<file path="src/rtl/signed_resize_pkg.sv">
// Shared helpers for signed_resize_pipe: internal width calculation,
// saturation bounds and the lane index type.
package signed_resize_pkg;

   typedef logic [7:0] lane_idx_t;

   function automatic int abs_int(input int v);
      return (v < 0) ? -v : v;
   endfunction

   // Internal width: widest of in/out plus the shift magnitude plus two
   // guard bits (one for the rounding carry, one for the sign).
   function automatic int calc_internal_width(input int in_size, input int out_size,
                                              input int shift);
      return ((in_size > out_size) ? in_size : out_size) + abs_int(shift) + 2;
   endfunction

   // Largest two's complement value representable in w bits.
   function automatic logic signed [63:0] sat_max(input int w);
      return (64'sd1 <<< (w - 1)) - 64'sd1;
   endfunction

   // Smallest two's complement value representable in w bits.
   function automatic logic signed [63:0] sat_min(input int w);
      return -(64'sd1 <<< (w - 1));
   endfunction

endpackage

</file>
<file path="src/rtl/signed_resize_lane.sv">
// Combinational per-lane datapath for signed_resize_pipe.
// Front half: sign-extend and scale by 2^shift (left or right).
// Back half: saturate the registered scaled value to out_size bits.
// Build option SIGNED_RESIZE_ROUND_EN: right shifts round half-up;
// without it right shifts truncate toward -inf and no adder is built.
module signed_resize_lane
   import signed_resize_pkg::*;
#(
   parameter int in_size  = 12,
   parameter int out_size = 16,
   parameter int shift    = 4,
   parameter int W        = calc_internal_width(in_size, out_size, shift)
) (
   input  logic [in_size-1:0]  in_word,
   output logic signed [W-1:0] scaled,
   input  logic signed [W-1:0] mid_value,
   output logic [out_size-1:0] sat_value,
   output logic                sat_ovf
);

   localparam logic signed [W-1:0] MAX_V = W'(sat_max(out_size));
   localparam logic signed [W-1:0] MIN_V = W'(sat_min(out_size));

   logic signed [W-1:0] ext;

   assign ext = {{(W - in_size){in_word[in_size-1]}}, in_word};

   generate
      if (shift > 0) begin : g_lsh
         assign scaled = ext <<< shift;
      end else if (shift < 0) begin : g_rsh
         localparam int RSH = -shift;
`ifdef SIGNED_RESIZE_ROUND_EN
         // Adding half an output LSB before the shift gives round-half-up;
         // the guard bit in W keeps the max-positive carry from wrapping.
         localparam logic signed [W-1:0] RND = W'(1) <<< (RSH - 1);
         assign scaled = (ext + RND) >>> RSH;
`else
         assign scaled = ext >>> RSH;
`endif
      end else begin : g_pass
         assign scaled = ext;
      end
   endgenerate

   // Clamp to the output range and flag when clamping happened.
   always_comb begin
      sat_ovf   = 1'b0;
      sat_value = mid_value[out_size-1:0];
      if (mid_value > MAX_V) begin
         sat_ovf   = 1'b1;
         sat_value = MAX_V[out_size-1:0];
      end else if (mid_value < MIN_V) begin
         sat_ovf   = 1'b1;
         sat_value = MIN_V[out_size-1:0];
      end
   end

endmodule

</file>
<file path="src/rtl/signed_resize_pipe.sv">
// Two-stage multi-channel signed resizer: extend/scale in stage 1,
// saturate in stage 2, valid/ready handshake with a single global enable,
// per-lane overflow and sticky overflow flags.
// Build option SIGNED_RESIZE_ROUND_EN selects rounding on right shifts
// (handled inside signed_resize_lane).
module signed_resize_pipe
   import signed_resize_pkg::*;
#(
   parameter int in_size      = 12,
   parameter int out_size     = 16,
   parameter int shift        = 4,
   parameter int num_channels = 1
) (
   input  logic                             clk,
   input  logic                             rst,
   input  logic                             in_valid,
   output logic                             in_ready,
   input  logic [num_channels*in_size-1:0]  in_data,
   output logic                             out_valid,
   input  logic                             out_ready,
   output logic [num_channels*out_size-1:0] out_data,
   output logic [num_channels-1:0]          out_ovf,
   output logic [num_channels-1:0]          ovf_sticky,
   input  logic                             ovf_clear
);

   localparam int W = calc_internal_width(in_size, out_size, shift);

   logic en;

   logic                                   s1_vld_q, s1_vld_d;
   logic [num_channels-1:0][W-1:0]         s1_val_q, s1_val_d;
   logic                                   out_valid_q, out_valid_d;
   logic [num_channels-1:0][out_size-1:0]  out_data_q, out_data_d;
   logic [num_channels-1:0]                ovf_q, ovf_d;
   logic [num_channels-1:0]                sticky_q, sticky_d;

   logic [num_channels-1:0][W-1:0]         scaled;
   logic [num_channels-1:0][out_size-1:0]  sat_val;
   logic [num_channels-1:0]                sat_ovf;

   // Whole pipe moves together; a stalled output freezes everything.
   assign en       = !out_valid_q || out_ready;
   assign in_ready = en;

   generate
      for (genvar k = 0; k < num_channels; k++) begin : g_lane
         signed_resize_lane #(
            .in_size  (in_size),
            .out_size (out_size),
            .shift    (shift),
            .W        (W)
         ) u_lane (
            .in_word   (in_data[k*in_size +: in_size]),
            .scaled    (scaled[k]),
            .mid_value (s1_val_q[k]),
            .sat_value (sat_val[k]),
            .sat_ovf   (sat_ovf[k])
         );
      end
   endgenerate

   // Pipeline advance: data registers only load when a real beat moves in.
   always_comb begin
      s1_vld_d    = s1_vld_q;
      s1_val_d    = s1_val_q;
      out_valid_d = out_valid_q;
      out_data_d  = out_data_q;
      ovf_d       = ovf_q;
      if (en) begin
         s1_vld_d    = in_valid;
         out_valid_d = s1_vld_q;
         if (in_valid) s1_val_d = scaled;
         if (s1_vld_q) begin
            out_data_d = sat_val;
            ovf_d      = sat_ovf;
         end
      end
   end

   // Sticky flags: clear first, then OR in a transferring overflow so set wins.
   always_comb begin
      sticky_d = ovf_clear ? '0 : sticky_q;
      if (out_valid_q && out_ready) sticky_d = sticky_d | ovf_q;
   end

   // State registers with synchronous reset.
   always_ff @(posedge clk) begin
      if (rst) begin
         s1_vld_q    <= 1'b0;
         s1_val_q    <= '0;
         out_valid_q <= 1'b0;
         out_data_q  <= '0;
         ovf_q       <= '0;
         sticky_q    <= '0;
      end else begin
         s1_vld_q    <= s1_vld_d;
         s1_val_q    <= s1_val_d;
         out_valid_q <= out_valid_d;
         out_data_q  <= out_data_d;
         ovf_q       <= ovf_d;
         sticky_q    <= sticky_d;
      end
   end

   assign out_valid  = out_valid_q;
   assign out_data   = out_data_q;
   assign out_ovf    = ovf_q;
   assign ovf_sticky = sticky_q;

endmodule

</file>
<file path="config.mk">
export PLATFORM = sky130hd
export DESIGN_NAME = signed_resize_pipe
export DESIGN_NICKNAME = d
export VERILOG_FILES = /design/src/rtl/signed_resize_pkg.sv /design/src/rtl/signed_resize_lane.sv /design/src/rtl/signed_resize_pipe.sv
export SDC_FILE = /design/constraint.sdc
export NUM_CORES = 1
export LEC_CHECK = 0
export BUFFER_PORTS_ARGS = -buffer_cell sky130_fd_sc_hd__buf_2
export CAP_MARGIN = 20
export CORE_MARGIN = 1.5
export CORE_UTILIZATION = 41
export DETAILED_ROUTE_END_ITERATION = 12
export PLACE_DENSITY = 0.77
export SLEW_MARGIN = 30
export SYNTH_ARGS = -nofsm -noshare
export SYNTH_HDL_FRONTEND = slang
export SYNTH_SLANG_ARGS = --single-unit
</file>
<file path="constraint.sdc">
create_clock -name clk -period 1.85 [get_ports clk]
set_clock_uncertainty 0.2 [all_clocks]
set_input_delay 0.37 -clock clk [delete_from_list [all_inputs] [get_ports clk]]
set_output_delay 0.37 -clock clk [all_outputs]
set_load 0.02 [all_outputs]
</file>
# Word-level counts from Yosys, hierarchy flattened
# Index checks and enable logic that the tools add are counted.
# Widths: inputs -> output; s select.
# classes
muxes	6
order_cmp	2
n_bitwise	1
n_reduce_logical	5
# ops
cell	count
$mux 16	2
$gt 16x16->1 const B	1
$lt 16x16->1 const B	1
$mux 1	4
$reduce_and 2->1	2
$logic_and 1x1->1	1
$logic_not 1->1	1
$logic_or 1x1->1	1
$or 1x1->1	1
# totals
input_bits	17
reg_bits	32
wordCells	20
out_inout_bits	20

# Logic depth before layout (Yosys ltp)
# logic_depth
word_depth	3
mapped_depth	5
ltp_nobuf	3

# Cells and area by module
# Synthesis repeated with hierarchy kept, for this count alone.
# hier_totals
cells_unflattened	259
hier_area_um2	2476.1
# by_module_without_submodules
mod	seq_area_each_um2	instances	area_each_um2	cells_each
signed_resize_pipe	840.8	1	1961.9	190
signed_resize_lane	0.0	1	514.2	69

# Worst setup path after synthesis
# OpenSTA, ideal clock, no wires.
# synth_timing
kind	flip-flop to output port
startpoint	register out_valid_q, in the netlist out_valid
endpoint	output port in_ready
stages_incl_launch_ff	4
slack_ps	439
n_path_buf	2
t_arrival_ps	841
required_time_ps	1280
cell_sequence	dfxtp_1 -> nand2b_4 -> buf_6 -> buf_2
# synth_between
elab_chain_cells	2
# synth_rtl
item	line_no	rtl
start: declaration	signed_resize_pipe.sv:33	logic out_valid_q, out_valid_d;
start signal: assignment	signed_resize_pipe.sv:99	out_valid_q <= out_valid_d;
$logic_not 1->1	signed_resize_pipe.sv:43	assign en = !out_valid_q || out_ready;
$logic_or 1x1->1	signed_resize_pipe.sv:43	
end: declaration	signed_resize_pipe.sv:17	output logic in_ready,
# No other way between the ends.

# Worst setup path after layout
# Ends and elaborated chain as after synthesis.

==> summary.md <==
| Metric | Value |
|---|---|
| Outcome | `finished, final reports clean` |
| Critical path endpoint category | `output pin` |
| Final Cycle Share | `0.889` |
| # clock sinks | `27` |
| Drt first-iter violations | `12` |
| Syn Inst Count | `111` |
| First-pass GRT wire length | `between 3000 and 4000 µm` |
| PD cells | `about 770 nW/µm²` |
| Syn Area/Cell | `10.3 µm²` |
| Vias per cell | `~5.2` |
| Slew Limit Fails | `0` |
| CTS H-Tree Depth | `1` |
| DR vias | `around 860` |
| Worst-case reg-to-reg path depth | `3` |
| Fmax | `just over 0.6 GHz` |
| HP Class | `input pin to flop` |
| # IOs | `37` |
| Core ar. | `~2600 µm²` |
| Hold_sp | `in_data[5]` |
| Initial Util | `0.445` |
| # DRC | `0` |
| R2R Path End | `out_data[10]` |
| Worst VDD drop | `about 0.38 mV` |
| Synthesized flop and latch total | `27` |
| Cts hold-fix bufs | `1` |
| Final #Nets | `155` |
| Worst Path Required | `~1.3 ns` |
| Area delta synth->final | `12.8%` |
| Synthesis Warnings | `0` |
| Postcts setup bufs | `0` |
| Most frequent cells in the layout | `31 x buf_2, 27 x dfxtp_1, 24 x nand2b_1` |
| Leak pwr | `0.568 nW` |
| # setup viols final | `0` |
| CP Buf/Inv Count | `1` |
| CP startpoint | `out_valid` |
| DRT antenna net count | `0` |
| Worst Path Arrival | `around 1.1 ns` |
| Final Core Density | `0.502` |
| Distinct cells, synth | `19` |
| Layout cells sized above 1 | `0.270` |
| Die X | `approximately 56 µm` |
| GRT Residual Overflow | `0` |
| Crit path cell chain | `nand2b_4 -> buf_2` |
| Setup TNS Final | `0 ns` |
| Max-cap violation count | `0` |
| R2R setup slack | `between 0.5 and 0.6 ns` |
| Initial antenna violation count | `0` |
| Vias in the first global route | `around 800` |
| Sequential-to-total area share from yosys stat | `0.473` |
| Clk root buf | `clkbuf_4` |
| CP top delay family | `flip-flops` |
| Mapped cell area | `approximately 1100 µm²` |
| Area after DPL | `between 1000 and 1500 µm²` |
| Gr usage total | `0.137` |
| Crit-path max FO | `18` |
| Port Buffer Count | `31` |
| Final wirelength | `2090 µm` |
| Most common cell after layout, fill and taps aside | `buf_2` |
| Final hold viol count | `0` |
| Crit start category | `flop` |
| Pin count of the biggest net entering global routing | `40` |
| 1st-pass router iterations | `4` |
| Later-pin clock latency in the skew report | `between 0.3 and 0.4 ns` |
| Final Cell Area | `1290 µm²` |
| Crit Path Category | `flop to output pin` |
| Clock Tree Buf Depth | `2` |
| Finished Layout Cells | `~170` |
| RSZ-0062 raised after global routing | `no` |
| Crit path capture | `in_ready` |
| Hpwl dp | `1460 µm` |
| Final GP Congestion | `0.735` |
| Critical path's largest stage delay | `0.40 ns` |
| Placed Cells | `between 150 and 200` |
| Slowest CP cell | `dfxtp_1` |
| Die Area | `3110 µm²` |
| CTS tree | `yes` |
| # resized after CTS | `0` |
| Reg-to-reg startpoint | `out_valid` |
| # fillers | `between 200 and 300` |
| DIE HEIGHT | `55.8 µm` |
| CP Depth | `2` |
| DR WL/cell | `between 10 and 15 µm` |
| Min cycle time layout | `approximately 1.6 ns` |
| Site row count | `18` |
| # diodes | `0` |
| Total CTS buffers | `3` |
| Reg clk slew, reported paths | `0.14 ns` |
[worst min-delay path, delay by kind of cell]
kind | cells | cell delay, ns
AOI/OAI and AO/OA | 1 | 0.07
and+or+nand+nor | 1 | 0.09
buffers and inverters | 1 | 0.07
[power by group]
part	switching [mW]	internal, mW
Combinational	0.0712	0.0557
Clock	0.161	0.0841
Sequential	0.00956	0.607
[state kept, by name, summed over array words and instances, names as in the netlist]
name        flops
out_data       12
out_valid       1
ovf_sticky      1
s1_val_q       12
s1_vld_q        1
[cell families (layout without fill, tap and decap cells)]
group,after synthesis,in the layout,share of synthesized area
other,1,5,0.00328
and+or+nand+nor,42,42,0.264
AOI/OAI and AO/OA,13,13,0.0570
DFF,27,27,0.473
buffers and inverters,15,37,0.0887
muxes,13,13,0.114
[metal layers]
metal	share of wire	wire, µm	GRT usage
met4	0.025	52	0.0871
met2	0.53	1100	0.252
met3	0.033	69	0.0209
met1	0.42	867	0.145
met5	0	0	0
[layout make-up]
cell class	count	area (µm²)	area share
tap	30	37.5	0.0291
timing repair buffer	32	165	0.128
multi-input combinational	73	515	0.400
sequential	27	541	0.419
clock buffer	4	26.3	0.0204
inverter	1	3.75	0.00291
[through the flow]
| step | worst slack (ns) | hold WS, ns | power [mW] |
|---|---|---|---|
| after floorplan | 0.439 | 0.246 | 0.733 |
| after global placement | 0.403 | 0.257 | 0.751 |
| after detailed placement | 0.374 | 0.263 | 0.756 |
| after CTS | 0.204 | 0.109 | 1.00 |
| after global routing | 0.145 | 0.101 | 1.04 |
| final | 0.206 | 0.115 | 0.989 |
[worst min-delay path by stage]
stage                             end  cells after the start
final                     s1_val_q[9]                      3
after global routing      s1_val_q[6]                      3
after CTS                 s1_val_q[8]                      3
after detailed placement   ovf_sticky                      1
after global placement     ovf_sticky                      1
after floorplan            ovf_sticky                      1
[synthesized netlist by cell type]
library cell,count,share of area
nand2_1,1,0.0033
nor3b_1,1,0.0066
clkbuf_2,1,0.0044
nand4b_1,12,0.092
o21ai_1,2,0.0088
inv_1,1,0.0033
clkbuf_1,3,0.0099
o21ai_0,10,0.044
nor2_1,1,0.0033
nand2b_1,24,0.13
and2_4,2,0.015
buf_6,3,0.030
conb_1,1,0.0033
buf_2,2,0.0088
a21oi_1,1,0.0044
nand2b_4,1,0.012
buf_4,5,0.033
mux2i_1,13,0.11
dfxtp_1,27,0.47
(Power assumes the default switching activity.)
